<file path="src/rtl/mips_mc_ctrl_if.sv">
// Signal bundle between the multi-cycle MIPS controller (master) and the datapath (slave).
interface mips_mc_ctrl_if #(
    parameter int CNT_W = 32
);
    logic [5:0]       opcode;
    logic [5:0]       funct;
    logic [4:0]       rt;
    logic             zero;
    logic             rs_ge0;
    logic             ir_we;
    logic             pc_we;
    logic [1:0]       npc_sel;
    logic             reg_we;
    logic [1:0]       reg_dst;
    logic [1:0]       wd_sel;
    logic [1:0]       alu_src;
    logic [2:0]       alu_op;
    logic             mem_re;
    logic             mem_we;
    logic             instr_done;
    logic             illegal;
    logic [CNT_W-1:0] retired;

    modport master (
        input  opcode, funct, rt, zero, rs_ge0,
        output ir_we, pc_we, npc_sel, reg_we, reg_dst, wd_sel, alu_src, alu_op,
               mem_re, mem_we, instr_done, illegal, retired
    );

    modport slave (
        output opcode, funct, rt, zero, rs_ge0,
        input  ir_we, pc_we, npc_sel, reg_we, reg_dst, wd_sel, alu_src, alu_op,
               mem_re, mem_we, instr_done, illegal, retired
    );
endinterface

</file>
<file path="src/rtl/mips_mc_ctrl.sv">
// Five-state multi-cycle MIPS control unit with retired-instruction counter.
// Define MC_BGEZAL_EN to decode bgezal; otherwise that encoding is illegal.
module mips_mc_ctrl #(
    parameter int MEM_LAT = 1,
    parameter int CNT_W   = 32
) (
    input  logic          clk,
    input  logic          reset,
    mips_mc_ctrl_if.master bus
);
    typedef enum logic [2:0] {S_FETCH, S_DECODE, S_EXEC, S_MEM, S_WB} state_e;
    typedef enum logic [3:0] {
        I_ADDU, I_SUBU, I_JR, I_NOP, I_ORI, I_LUI, I_LW, I_SW,
        I_BEQ, I_J, I_JAL, I_BGEZAL, I_ILL
    } instr_e;

    localparam logic [3:0] LAST_WAIT = 4'(MEM_LAT - 1);

    state_e           state_q, state_d;
    logic [3:0]       waitCnt_q, waitCnt_d;
    logic [CNT_W-1:0] retired_q, retired_d;
    logic             hold_q;
    instr_e           instr;
    logic             lastWait;

    logic       irWe, pcWe, regWe, memRe, memWe, instrDone, illegal;
    logic [1:0] npcSel, regDst, wdSel, aluSrc;
    logic [2:0] aluOp;

    assign lastWait = (waitCnt_q == LAST_WAIT);

    always_comb begin
        instr = I_ILL;
        case (bus.opcode)
            6'b000000: begin
                case (bus.funct)
                    6'b100001: instr = I_ADDU;
                    6'b100011: instr = I_SUBU;
                    6'b001000: instr = I_JR;
                    6'b000000: instr = I_NOP;
                    default:   instr = I_ILL;
                endcase
            end
            6'b001101: instr = I_ORI;
            6'b001111: instr = I_LUI;
            6'b100011: instr = I_LW;
            6'b101011: instr = I_SW;
            6'b000100: instr = I_BEQ;
            6'b000010: instr = I_J;
            6'b000011: instr = I_JAL;
`ifdef MC_BGEZAL_EN
            6'b000001: if (bus.rt == 5'b10001) instr = I_BGEZAL;
`endif
            default:   instr = I_ILL;
        endcase
    end

    // hold_q keeps everything quiet for the cycle after reset so FETCH restarts cleanly.
    always_ff @(posedge clk) begin
        if (reset) begin
            state_q   <= S_FETCH;
            waitCnt_q <= '0;
            retired_q <= '0;
            hold_q    <= 1'b1;
        end else begin
            state_q   <= state_d;
            waitCnt_q <= waitCnt_d;
            retired_q <= retired_d;
            hold_q    <= 1'b0;
        end
    end

    always_comb begin
        state_d   = state_q;
        waitCnt_d = waitCnt_q;
        irWe      = 1'b0;
        pcWe      = 1'b0;
        npcSel    = 2'b00;
        regWe     = 1'b0;
        regDst    = 2'b00;
        wdSel     = 2'b00;
        aluSrc    = 2'b00;
        aluOp     = 3'b000;
        memRe     = 1'b0;
        memWe     = 1'b0;
        instrDone = 1'b0;
        illegal   = 1'b0;

        if (!reset && !hold_q) begin
            case (state_q)
                S_FETCH: begin
                    if (lastWait) begin
                        irWe    = 1'b1;
                        pcWe    = 1'b1;
                        state_d = S_DECODE;
                    end else begin
                        waitCnt_d = waitCnt_q + 4'd1;
                    end
                end
                S_DECODE: state_d = S_EXEC;
                S_EXEC: begin
                    state_d   = S_FETCH;
                    instrDone = 1'b1;
                    case (instr)
                        I_ADDU, I_SUBU: begin
                            regDst    = 2'b01;
                            aluOp     = (instr == I_SUBU) ? 3'b001 : 3'b000;
                            instrDone = 1'b0;
                            state_d   = S_WB;
                        end
                        I_ORI, I_LUI: begin
                            aluSrc    = (instr == I_LUI) ? 2'b11 : 2'b10;
                            aluOp     = (instr == I_LUI) ? 3'b011 : 3'b010;
                            instrDone = 1'b0;
                            state_d   = S_WB;
                        end
                        I_LW, I_SW: begin
                            aluSrc    = 2'b01;
                            instrDone = 1'b0;
                            state_d   = S_MEM;
                        end
                        I_BEQ: begin
                            aluOp  = 3'b001;
                            pcWe   = bus.zero;
                            npcSel = 2'b01;
                        end
                        I_J: begin
                            pcWe   = 1'b1;
                            npcSel = 2'b10;
                        end
                        I_JAL: begin
                            pcWe   = 1'b1;
                            npcSel = 2'b10;
                            regWe  = 1'b1;
                            regDst = 2'b10;
                            wdSel  = 2'b10;
                        end
                        I_JR: begin
                            pcWe   = 1'b1;
                            npcSel = 2'b11;
                        end
                        I_BGEZAL: begin
                            pcWe   = bus.rs_ge0;
                            npcSel = 2'b01;
                            regWe  = 1'b1;
                            regDst = 2'b10;
                            wdSel  = 2'b10;
                        end
                        I_NOP:   ;
                        default: illegal = 1'b1;
                    endcase
                end
                S_MEM: begin
                    memRe = (instr == I_LW);
                    if (lastWait) begin
                        if (instr == I_LW) begin
                            state_d = S_WB;
                        end else begin
                            memWe     = 1'b1;
                            instrDone = 1'b1;
                            state_d   = S_FETCH;
                        end
                    end else begin
                        waitCnt_d = waitCnt_q + 4'd1;
                    end
                end
                S_WB: begin
                    regWe     = 1'b1;
                    wdSel     = (instr == I_LW) ? 2'b01 : 2'b00;
                    regDst    = (instr == I_ADDU || instr == I_SUBU) ? 2'b01 : 2'b00;
                    instrDone = 1'b1;
                    state_d   = S_FETCH;
                end
                default: state_d = S_FETCH;
            endcase

            if (state_d != state_q) waitCnt_d = '0;
        end
    end

    assign retired_d = instrDone ? retired_q + CNT_W'(1) : retired_q;

    assign bus.ir_we      = irWe;
    assign bus.pc_we      = pcWe;
    assign bus.npc_sel    = npcSel;
    assign bus.reg_we     = regWe;
    assign bus.reg_dst    = regDst;
    assign bus.wd_sel     = wdSel;
    assign bus.alu_src    = aluSrc;
    assign bus.alu_op     = aluOp;
    assign bus.mem_re     = memRe;
    assign bus.mem_we     = memWe;
    assign bus.instr_done = instrDone;
    assign bus.illegal    = illegal;
    assign bus.retired    = retired_q;
endmodule

</file>
<file path="src/flat_wrapper.sv">
// flat-port wrapper written by rule: the top's interface ports become plain ports
module mips_mc_ctrl_flat 
#(
    parameter int MEM_LAT = 1,
    parameter int CNT_W   = 32
)
  (clk, reset, bus_opcode, bus_funct, bus_rt, bus_zero, bus_rs_ge0, bus_ir_we, bus_pc_we, bus_npc_sel, bus_reg_we, bus_reg_dst, bus_wd_sel, bus_alu_src, bus_alu_op, bus_mem_re, bus_mem_we, bus_instr_done, bus_illegal, bus_retired);
  mips_mc_ctrl_if #(.CNT_W(CNT_W)) bus_i ();
  input  logic clk;
  input  logic reset;
  input wire logic [$bits(bus_i.opcode)-1:0] bus_opcode;
  input wire logic [$bits(bus_i.funct)-1:0] bus_funct;
  input wire logic [$bits(bus_i.rt)-1:0] bus_rt;
  input wire logic [$bits(bus_i.zero)-1:0] bus_zero;
  input wire logic [$bits(bus_i.rs_ge0)-1:0] bus_rs_ge0;
  output wire logic [$bits(bus_i.ir_we)-1:0] bus_ir_we;
  output wire logic [$bits(bus_i.pc_we)-1:0] bus_pc_we;
  output wire logic [$bits(bus_i.npc_sel)-1:0] bus_npc_sel;
  output wire logic [$bits(bus_i.reg_we)-1:0] bus_reg_we;
  output wire logic [$bits(bus_i.reg_dst)-1:0] bus_reg_dst;
  output wire logic [$bits(bus_i.wd_sel)-1:0] bus_wd_sel;
  output wire logic [$bits(bus_i.alu_src)-1:0] bus_alu_src;
  output wire logic [$bits(bus_i.alu_op)-1:0] bus_alu_op;
  output wire logic [$bits(bus_i.mem_re)-1:0] bus_mem_re;
  output wire logic [$bits(bus_i.mem_we)-1:0] bus_mem_we;
  output wire logic [$bits(bus_i.instr_done)-1:0] bus_instr_done;
  output wire logic [$bits(bus_i.illegal)-1:0] bus_illegal;
  output wire logic [$bits(bus_i.retired)-1:0] bus_retired;
  assign bus_i.opcode = bus_opcode;
  assign bus_i.funct = bus_funct;
  assign bus_i.rt = bus_rt;
  assign bus_i.zero = bus_zero;
  assign bus_i.rs_ge0 = bus_rs_ge0;
  assign bus_ir_we = bus_i.ir_we;
  assign bus_pc_we = bus_i.pc_we;
  assign bus_npc_sel = bus_i.npc_sel;
  assign bus_reg_we = bus_i.reg_we;
  assign bus_reg_dst = bus_i.reg_dst;
  assign bus_wd_sel = bus_i.wd_sel;
  assign bus_alu_src = bus_i.alu_src;
  assign bus_alu_op = bus_i.alu_op;
  assign bus_mem_re = bus_i.mem_re;
  assign bus_mem_we = bus_i.mem_we;
  assign bus_instr_done = bus_i.instr_done;
  assign bus_illegal = bus_i.illegal;
  assign bus_retired = bus_i.retired;
  mips_mc_ctrl #(.MEM_LAT(MEM_LAT), .CNT_W(CNT_W)) u_core (.clk(clk), .reset(reset), .bus(bus_i));
endmodule
</file>
<file path="config.mk">
export PLATFORM = sky130hd
export DESIGN_NAME = mips_mc_ctrl_flat
export DESIGN_NICKNAME = d
export VERILOG_FILES = /design/src/rtl/mips_mc_ctrl_if.sv /design/src/rtl/mips_mc_ctrl.sv /design/src/flat_wrapper.sv
export SDC_FILE = /design/constraint.sdc
export NUM_CORES = 1
export LEC_CHECK = 0
export ABC_AREA = 0
export CAP_MARGIN = 10
export CORE_UTILIZATION = 30
export CTS_BUF_LIST = sky130_fd_sc_hd__clkbuf_8
export DETAILED_ROUTE_END_ITERATION = 10
export SLEW_MARGIN = 0
export SYNTH_ARGS = -nofsm -noshare
export SYNTH_HDL_FRONTEND = slang
export SYNTH_SLANG_ARGS = --single-unit
</file>
<file path="constraint.sdc">
create_clock -name clk -period 5.6 [get_ports clk]
set_clock_uncertainty 0.2 [all_clocks]
set_input_delay 0.56 -clock clk [delete_from_list [all_inputs] [get_ports clk]]
set_output_delay 0.56 -clock clk [all_outputs]
set_load 0.1 [all_outputs]
</file>
==> results_dict.tcl, run 1 <==
set metrics [dict create \
    setup_violations 0 \
    slowest_delay_ns 0.65 \
    grt_pass1_wl_mm 10.85 \
    reg2reg_to "u_core.bus.retired[19]" \
    reg2reg_from "u_core.hold_q" \
    pwr_density_cell_nw_per_um2 168.9 \
    cts_max_path_buffers 2 \
    cts_setup_buffers 0 \
    crit_type "in2out" \
    yosysMostFrequentCell "nor2_1" \
    detail_route.vias_per_cell 5.123 \
    synth-edff-count 0 \
    ir_drop_mv 0.07276 \
    vias 2418 \
    ys_async_sr_fraction_pct 0 \
    r2r_slack_ns 2.15 \
    timing.final.crit_share_pct 75.68 \
    fp.dieArea_um2 8829 \
    min_from "u_core.waitCnt_q[3]" \
    ys_seq_elements 40 \
    synth-xor-area-share_pct 9.320 \
    clock-sinks 40 \
    ctsHoldBuffers 0 \
    path_max_fanout 19 \
    htreeDepth 2 \
    clk_pin_slew_ns 0.08 \
    grt_usage_pct 15.44 \
    leakage_uw 0.001066 \
    worstRegToRegCells 7 \
    clkLatencyLatePin_ns 0.30 \
    cts_tree "done" \
    timing.hold.ws_ns 0.2862 \
    hold_path_depth 2 \
    syn_area_um2 2537 \
    cts_root_buf "clkbuf_8" \
    rsz0062_at_grt "false" \
    drt_iter0_drc 142 \
    start_util_pct 30.88 \
    grt.overflow.total 0 \
    critPathBufInv 3 \
    rows 33 \
    fin_nets 390 \
    synth_fa_ha_area_share_pct 1.479 \
    dpl_worst_slack_ns 1.358 \
    synth_mux_area_share_pct 0.3945 \
    grt_pass1_vias 2215 \
    fin_util_pct 39.73 \
    ys.flop_type "dfxtp_1" \
    wl_per_cell_um 13.82 \
    die_h_um 93.97 \
    yosys_warnings 0 \
    n_antenna_cell 0 \
    syn_area_per_cell_um2 8.133 \
    yosys-top-cells-area "dfxtp_1 32%, nor2_1 7.1%, xor2_1 5.2%" \
    place.detailed.hpwl_mm 4.679 \
    p_total_uw 551.4 \
    dr.pass1.iters 6 \
    coreArea_um2 8217 \
    cp.required_ns 4.84 \
    finalHoldViolCount 0 \
    wl_mm 6.521 \
    ys_seq_area_share_pct 31.56 \
    die_w_um 93.97 \
    portBuffers 63 \
    fin_ws_ns 1.362 \
    ant_nets 0 \
    syn_nets 336 \
    crit_family "simple AND/OR/NAND/NOR gates" \
    max_clock_freq_ghz 0.2360 \
    max-slew-margin-rel_pct 32.41 \
    ys_types 59 \
    synth-compound-area-share_pct 20.36 \
    multi_input_area_um2 1583 \
    yosys.area.top_type_share_pct 31.56 \
    maxSlewViolCount 0 \
    area_growth_syn_to_layout_pct 28.65 \
    synth_top_family_by_area "simple AND/OR/NAND/NOR gates" \
    cts_resized 0 \
    syn_inst 312 \
    critical_path_arrival_ns 3.48 \
    yosysTopAreaCell "dfxtp_1" \
    maxCapViolations 0 \
    num_io_pins 71 \
    seq_area_um2 800.8 \
    cts_buffers 5 \
    grt_max_degree 43 \
    status "completed" \
    antenna_found_initial 0 \
    synth_commonest_cells "48 x nor2_1, 40 x dfxtp_1, 17 x a21oi_1" \
    place_congestion 0.8153 \
    setup.worst_path.end_class "primary output" \
    slowest_stage "or4_1" \
    critPathLaunchType "input pin" \
    period_needed_ns 4.238 \
    cp_cell_sequence "clkdlybuf4s50_1 -> or4_1 -> or2_2 -> o32ai_4 -> a311oi_4 -> buf_4 -> or2_2 -> buf_4" \
    worstMarginPinSlew_ns 1.011 \
    finalSetupTns_ns 0 \
    fill_cells 838 \
    drcViolationCount 0 \
    drive_gt1_share_pct 12.81 \
    synthSimpleGateAreaFrac_pct 30.67 \
    min_path_type "reg2reg" \
    min_to "u_core.waitCnt_q[3]" \
]
==> routing by layer <==
metal,GRT usage (%),part of all wire (%)
met4,3.846,0.95
met1,20.61,48
met5,0,0
met2,25.61,48
met3,2.670,2.8
==> worst min-delay path, cell delays in order, from the launching register on <==
cell	delay [ns]
dfxtp_1	0.32
o21ai_0	0.07
a21oi_1	0.06
==> layout make-up <==
type                       instances  area share, %
sequential                        40          24.53
timing repair buffer              66          18.70
clock buffer                       6          2.530
multi-input combinational        242          48.49
inverter                          11          1.265
clock inverter                     2         0.4599
tap                              105          4.025
==> report_power, final <==
part	switching (uW)	leakage (uW)	internal [uW]	total, uW
combinational	36.4	0.000700	20.5	56.9
sequential	4.00	0.000323	286	290
clock	105	0.0000434	99.7	205
==> logic make-up after synthesis <==
group,after synthesis
AOI/OAI and AO/OA,67
xor gates and xnor gates,27
adders and majority gates,3
buffers and inverters,30
DFF,40
muxes,1
other,1
and+or+nand+nor,143
==> through the flow <==
| stage | instance area, um^2 | instances |
|---|---|---|
| floorplan | 2537 | 312 |
| global placement | 3167 | 464 |
| detailed placement | 3167 | 464 |
| CTS | 3264 | 472 |
| global route | 3264 | 472 |
| finish | 3264 | 472 |
==> cell usage in the layout (no fill, tap or decap), types with 10 or more instances in the layout <==
cell type	Yosys	routed
nor2_1	48	48
clkdlybuf4s50_1	0	46
nand2_1	15	15
or3_1	11	11
buf_4	2	20
xnor2_1	12	12
a21oi_1	17	17
o21ai_0	13	13
xor2_1	15	15
nand3_1	13	13
inv_1	10	10
dfxtp_1	40	40
==> registers in the layout, summed over array words and instances, names as in the netlist <==
| register | cells |
|---|---|
| u_core.bus.retired | 32 |
| u_core.state_q | 3 |
| u_core.waitCnt_q | 4 |
| u_core.hold_q | 1 |
==> worst max path at each step <==
stage	start	end	slack [ns]	cells after the start
floorplan	reset	bus_pc_we	0.009	3
detailed placement	bus_opcode[3]	bus_instr_done	1.36	8
global route	bus_opcode[3]	bus_instr_done	1.22	8
CTS	bus_opcode[3]	bus_instr_done	1.35	8
finish	bus_opcode[3]	bus_instr_done	1.36	8
global placement	bus_opcode[3]	bus_instr_done	1.38	8
Power figures use the tool's default switching activity.
==> run 2: changes to the inputs <==
- clock period: 5.6 -> 3.9 ns (I/O delays scaled with it)
==> run 2 against run 1 <==
  * Global-route usage increased by 0.68 points
  * Clock power increased by 38%
  * Non-clock buffer count increased by 7
  * Hold slack improved by 0.0090 ns
  * Cell area increased by 8.4%
  * Sequential cell count unchanged
  * First-iteration DRC count decreased by 14%
  * Critical path type unchanged
  * Critical endpoint unchanged
  * Largest cell class unchanged
  * Largest power group unchanged
==> results_dict.tcl, run 2 (synthesis results as in run 1) <==
set metrics [dict create \
    status "completed" \
    timing.final.crit_share_pct 90.59 \
    leakage_uw 0.001157 \
    drt_iter0_drc 122 \
    max-slew-margin-rel_pct 31.68 \
    grt_pass1_wl_mm 11.32 \
    antenna_found_initial 0 \
    ant_nets 0 \
    cts_root_buf "clkbuf_8" \
    drive_gt1_share_pct 14.97 \
    start_util_pct 30.88 \
    max_clock_freq_ghz 0.2830 \
    clkLatencyLatePin_ns 0.29 \
    pwr_density_cell_nw_per_um2 223.9 \
    cts_buffers 5 \
    largest_reg_flops 32 \
    finalHoldViolCount 0 \
    final_cell_mix "48 x nor2_1, 46 x clkdlybuf4s50_1, 40 x dfxtp_1" \
    use_met3_pct 3.236 \
    die_h_um 93.97 \
    fp.dieArea_um2 8829 \
    top_usage_layer "met2" \
    setup.worst_path.end_class "primary output" \
    cp.required_ns 3.31 \
    cts_resized 0 \
    place.detailed.hpwl_mm 5.043 \
    grt_max_degree 23 \
    detail_route.vias_per_cell 5.190 \
    clock-sinks 40 \
    n_antenna_cell 0 \
    portBuffers 63 \
    cts_max_path_buffers 2 \
    area_growth_syn_to_layout_pct 39.40 \
    grt_use_met2_pct 25.97 \
    grt_usage_pct 16.12 \
    dr.pass1.iters 4 \
    rsz0062_at_grt "false" \
    rows 33 \
    setup_violations 0 \
    coreArea_um2 8217 \
    ctsHoldBuffers 0 \
    cts_setup_buffers 0 \
    grt.overflow.total 0 \
    maxSlewViolCount 0 \
    use_met1_pct 21.41 \
    crit_type "in2out" \
    grt_pass1_vias 2347 \
    wl_mm 6.709 \
    maxCapViolations 0 \
    fin_util_pct 43.05 \
    path_max_fanout 10 \
    clk_pin_slew_ns 0.07 \
    layout_commonest_cell "nor2_1" \
    critPathLaunchType "input pin" \
    wl_per_cell_um 14.01 \
    htreeDepth 2 \
    min_path_type "reg2reg" \
    cts_tree "done" \
    fin_cells 479 \
    vias 2486 \
    place_congestion 0.9166 \
    placed_cells 471 \
    critical_path_arrival_ns 2.94 \
    period_needed_ns 3.533 \
    ir_drop_mv 0.1205 \
    p_total_uw 791.8 \
    fin_nets 397 \
    num_io_pins 71 \
    die_w_um 93.97 \
    drcViolationCount 0 \
    worstMarginPinSlew_ns 1.022 \
]
-- run 2: cell count changes in the layout (fill, tap and decap cells not counted) --
cell	change
nor4_1	-2
clkinvlp_4	-2
clkinv_2	+2
nor4_2	+2
buf_12	+17
buf_4	-10
-- run 2: per-layer routing --
metal	wire (um)	share of wire (%)
met1	3150	47
met2	3188	48
met4	121	1.8
met3	249	3.7
met5	0	0
-- run 2: worst max-delay path: stages --
cell,delay [ns]
clkdlybuf4s50_1,0.54
or4_4,0.61
or2_2,0.36
o32ai_4,0.31
a311oi_4,0.15
or2_2,0.40
buf_12,0.19
-- run 2: metrics by stage --
stage                     TNS [ns]  worst slack [ns]  instance area (um^2)  hold slack [ns]
after floorplan            -0.1392           -0.1392                  2550           0.2177
after global placement           0            0.3612                  3445           0.2648
after detailed placement         0            0.3548                  3445           0.2835
after CTS                        0            0.3486                  3537           0.2990
after global routing             0            0.2694                  3537           0.3401
final                            0            0.3670                  3537           0.2951
-- run 2: final timing paths --
| check | start | end | depth (start not counted) | slack, ns |
|---|---|---|---|---|
| setup / recovery | bus_opcode[1] | bus_instr_done | 7 | 0.37 |
| hold / removal | u_core.waitCnt_q[3] | u_core.waitCnt_q[3] | 2 | 0.30 |
| setup reg to reg | u_core.hold_q | u_core.bus.retired[19] | 8 | 0.82 |
| hold reg to reg | u_core.waitCnt_q[3] | u_core.waitCnt_q[3] | 2 | 0.30 |
-- run 2: final cells by class --
class                   instances  area, um^2
fillers                       817        4679
multi-input cells             242        1595
repair buffers                 73       875.8
flip-flops and latches         40       800.8
well taps                     105       131.4
clock buffers                   6       82.58
inverters                      11       41.29
clock inverters                 2       10.01
-- run 2: where the power goes --
group | total [uW] | switching, uW | internal, uW
combinational | 93.2 | 55.2 | 38.0
sequential | 416 | 5.85 | 410
clock | 283 | 141 | 141
total | 792 | 203 | 589
==> run 3: changes to the inputs <==
- CORE_UTILIZATION: 30 -> 34
- SLEW_MARGIN: 0 -> default
==> run 3 against run 2 <==
  * Fmax is 0.70% lower
  * Sequential power is essentially flat
  * Hold slack worse by 0.0015 ns
  * First-iteration DRC count down 19%
  * Sequential share of layout area increased by 0.22 points
  * Cell area is 0.96% lower
  * Critical endpoint unchanged
==> results_dict.tcl, run 3 (synthesis results as in run 1) <==
set metrics [dict create \
    cts_setup_buffers 0 \
    final_cell_mix "48 x nor2_1, 46 x clkdlybuf4s50_1, 40 x dfxtp_1" \
    crit_type "in2out" \
    n_antenna_cell 0 \
    place.detailed.hpwl_mm 4.864 \
    drive_gt1_share_pct 14.29 \
    ctsHoldBuffers 0 \
    place_congestion 0.8760 \
    path_max_fanout 10 \
    wl_mm 6.678 \
    worstSetupStartpoint "bus_opcode[5]" \
    ant_nets 0 \
    rsz0062_at_grt "false" \
    min_path_type "reg2reg" \
    clock-sinks 40 \
    grt_pass1_vias 2164 \
    cts_resized 0 \
    status "completed" \
    finalHoldViolCount 0 \
    cts_buffers 5 \
    drcViolationCount 0 \
    max-slew-margin-rel_pct 32.94 \
    timing.final.crit_share_pct 91.23 \
    pwr_density_cell_nw_per_um2 220.8 \
    grt_pass1_wl_mm 10.83 \
    cts_tree "done" \
    placed_cells 463 \
    fin_cells 470 \
    htreeDepth 2 \
    area_growth_syn_to_layout_pct 38.07 \
    drt_iter0_drc 99 \
    critPathLaunchType "input pin" \
    coreArea_um2 7214 \
    grt_max_degree 41 \
    maxSlewViolCount 0 \
    portBuffers 63 \
    fin_nets 395 \
    layout_commonest_cell "nor2_1" \
    antenna_found_initial 0 \
    maxCapViolations 0 \
    min_from "u_core.waitCnt_q[3]" \
    critical_path_arrival_ns 2.97 \
    dr.pass1.iters 6 \
    clkLatencyLatePin_ns 0.29 \
    setup.worst_path.end_class "primary output" \
    reg2reg_from "u_core.hold_q" \
    start_util_pct 35.17 \
    period_needed_ns 3.558 \
    clk_pin_slew_ns 0.07 \
    max_clock_freq_ghz 0.2811 \
    cts_max_path_buffers 2 \
    die_h_um 88.39 \
    fp.dieArea_um2 7813 \
    leakage_uw 0.001136 \
    cp.required_ns 3.31 \
    setup_violations 0 \
    grt_usage_pct 17.72 \
    rows 31 \
    vias 2438 \
    wl_per_cell_um 14.21 \
    grt.overflow.total 0 \
    p_total_uw 773.4 \
    ir_drop_mv 0.1803 \
    num_io_pins 71 \
    detail_route.vias_per_cell 5.187 \
    die_w_um 88.39 \
    largest_reg_flops 32 \
    cts_root_buf "clkbuf_8" \
    worstMarginPinSlew_ns 1.003 \
]
-- run 3: changes by cell type in the layout (fill, tap and decap cells not counted), sizes merged --
cell	delta
buf	-2
clkbuf	-1
clkinv	-1
clkinvlp	+1
-- run 3: layout make-up --
cell class | count | area (um^2)
Clock inverter | 2 | 12.51
Multi-Input combinational cell | 242 | 1595
Clock buffer | 5 | 68.82
Tap cell | 99 | 123.9
Timing Repair Buffer | 71 | 860.8
Fill cell | 743 | 3711
Inverter | 11 | 41.29
Sequential cell | 40 | 800.8
-- run 3: path summary, 6_finish.rpt --
path	depth (start not counted)	endpoint	slack, ns
setup / recovery	7	bus_instr_done	0.34
hold / removal	2	u_core.waitCnt_q[3]	0.29
setup reg to reg	7	u_core.bus.retired[19]	0.46
hold reg to reg	2	u_core.waitCnt_q[3]	0.29
-- run 3: through the flow --
| step | util [%] | TNS [ns] | hold slack (ns) | area, um^2 | setup slack (ns) |
|---|---|---|---|---|---|
| floorplan | - | -0.1392 | 0.2177 | 2550 | -0.1392 |
| global placement | 47.43 | 0 | 0.2648 | 3422 | 0.1985 |
| detailed placement | 47.43 | 0 | 0.2921 | 3422 | 0.1572 |
| CTS | 48.56 | 0 | 0.3025 | 3503 | 0.3429 |
| global route | 48.56 | 0 | 0.3568 | 3503 | 0.1861 |
| finish | 48.56 | 0 | 0.2936 | 3503 | 0.3421 |
-- run 3: routing by layer --
metal  share of wire, %  wire length [um]  GRT usage (%)
met3                3.6               242          3.265
met2                 47              3107          28.18
met5                  0                 0              0
met1                 49              3279          25.00
met4               0.73                49          3.812
-- run 3: where the power goes --
part	internal [uW]	leakage, uW	switching (uW)
Combinational	37.1	0.000774	54.7
Sequential	410	0.000323	5.71
Clock	121	0.0000400	145
-- run 3: critical path, cell delays in order --
cell,delay [ns]
clkdlybuf4s50_1,0.59
or4_4,0.57
or2_2,0.36
o32ai_4,0.31
a311oi_4,0.16
or2_2,0.41
buf_12,0.19
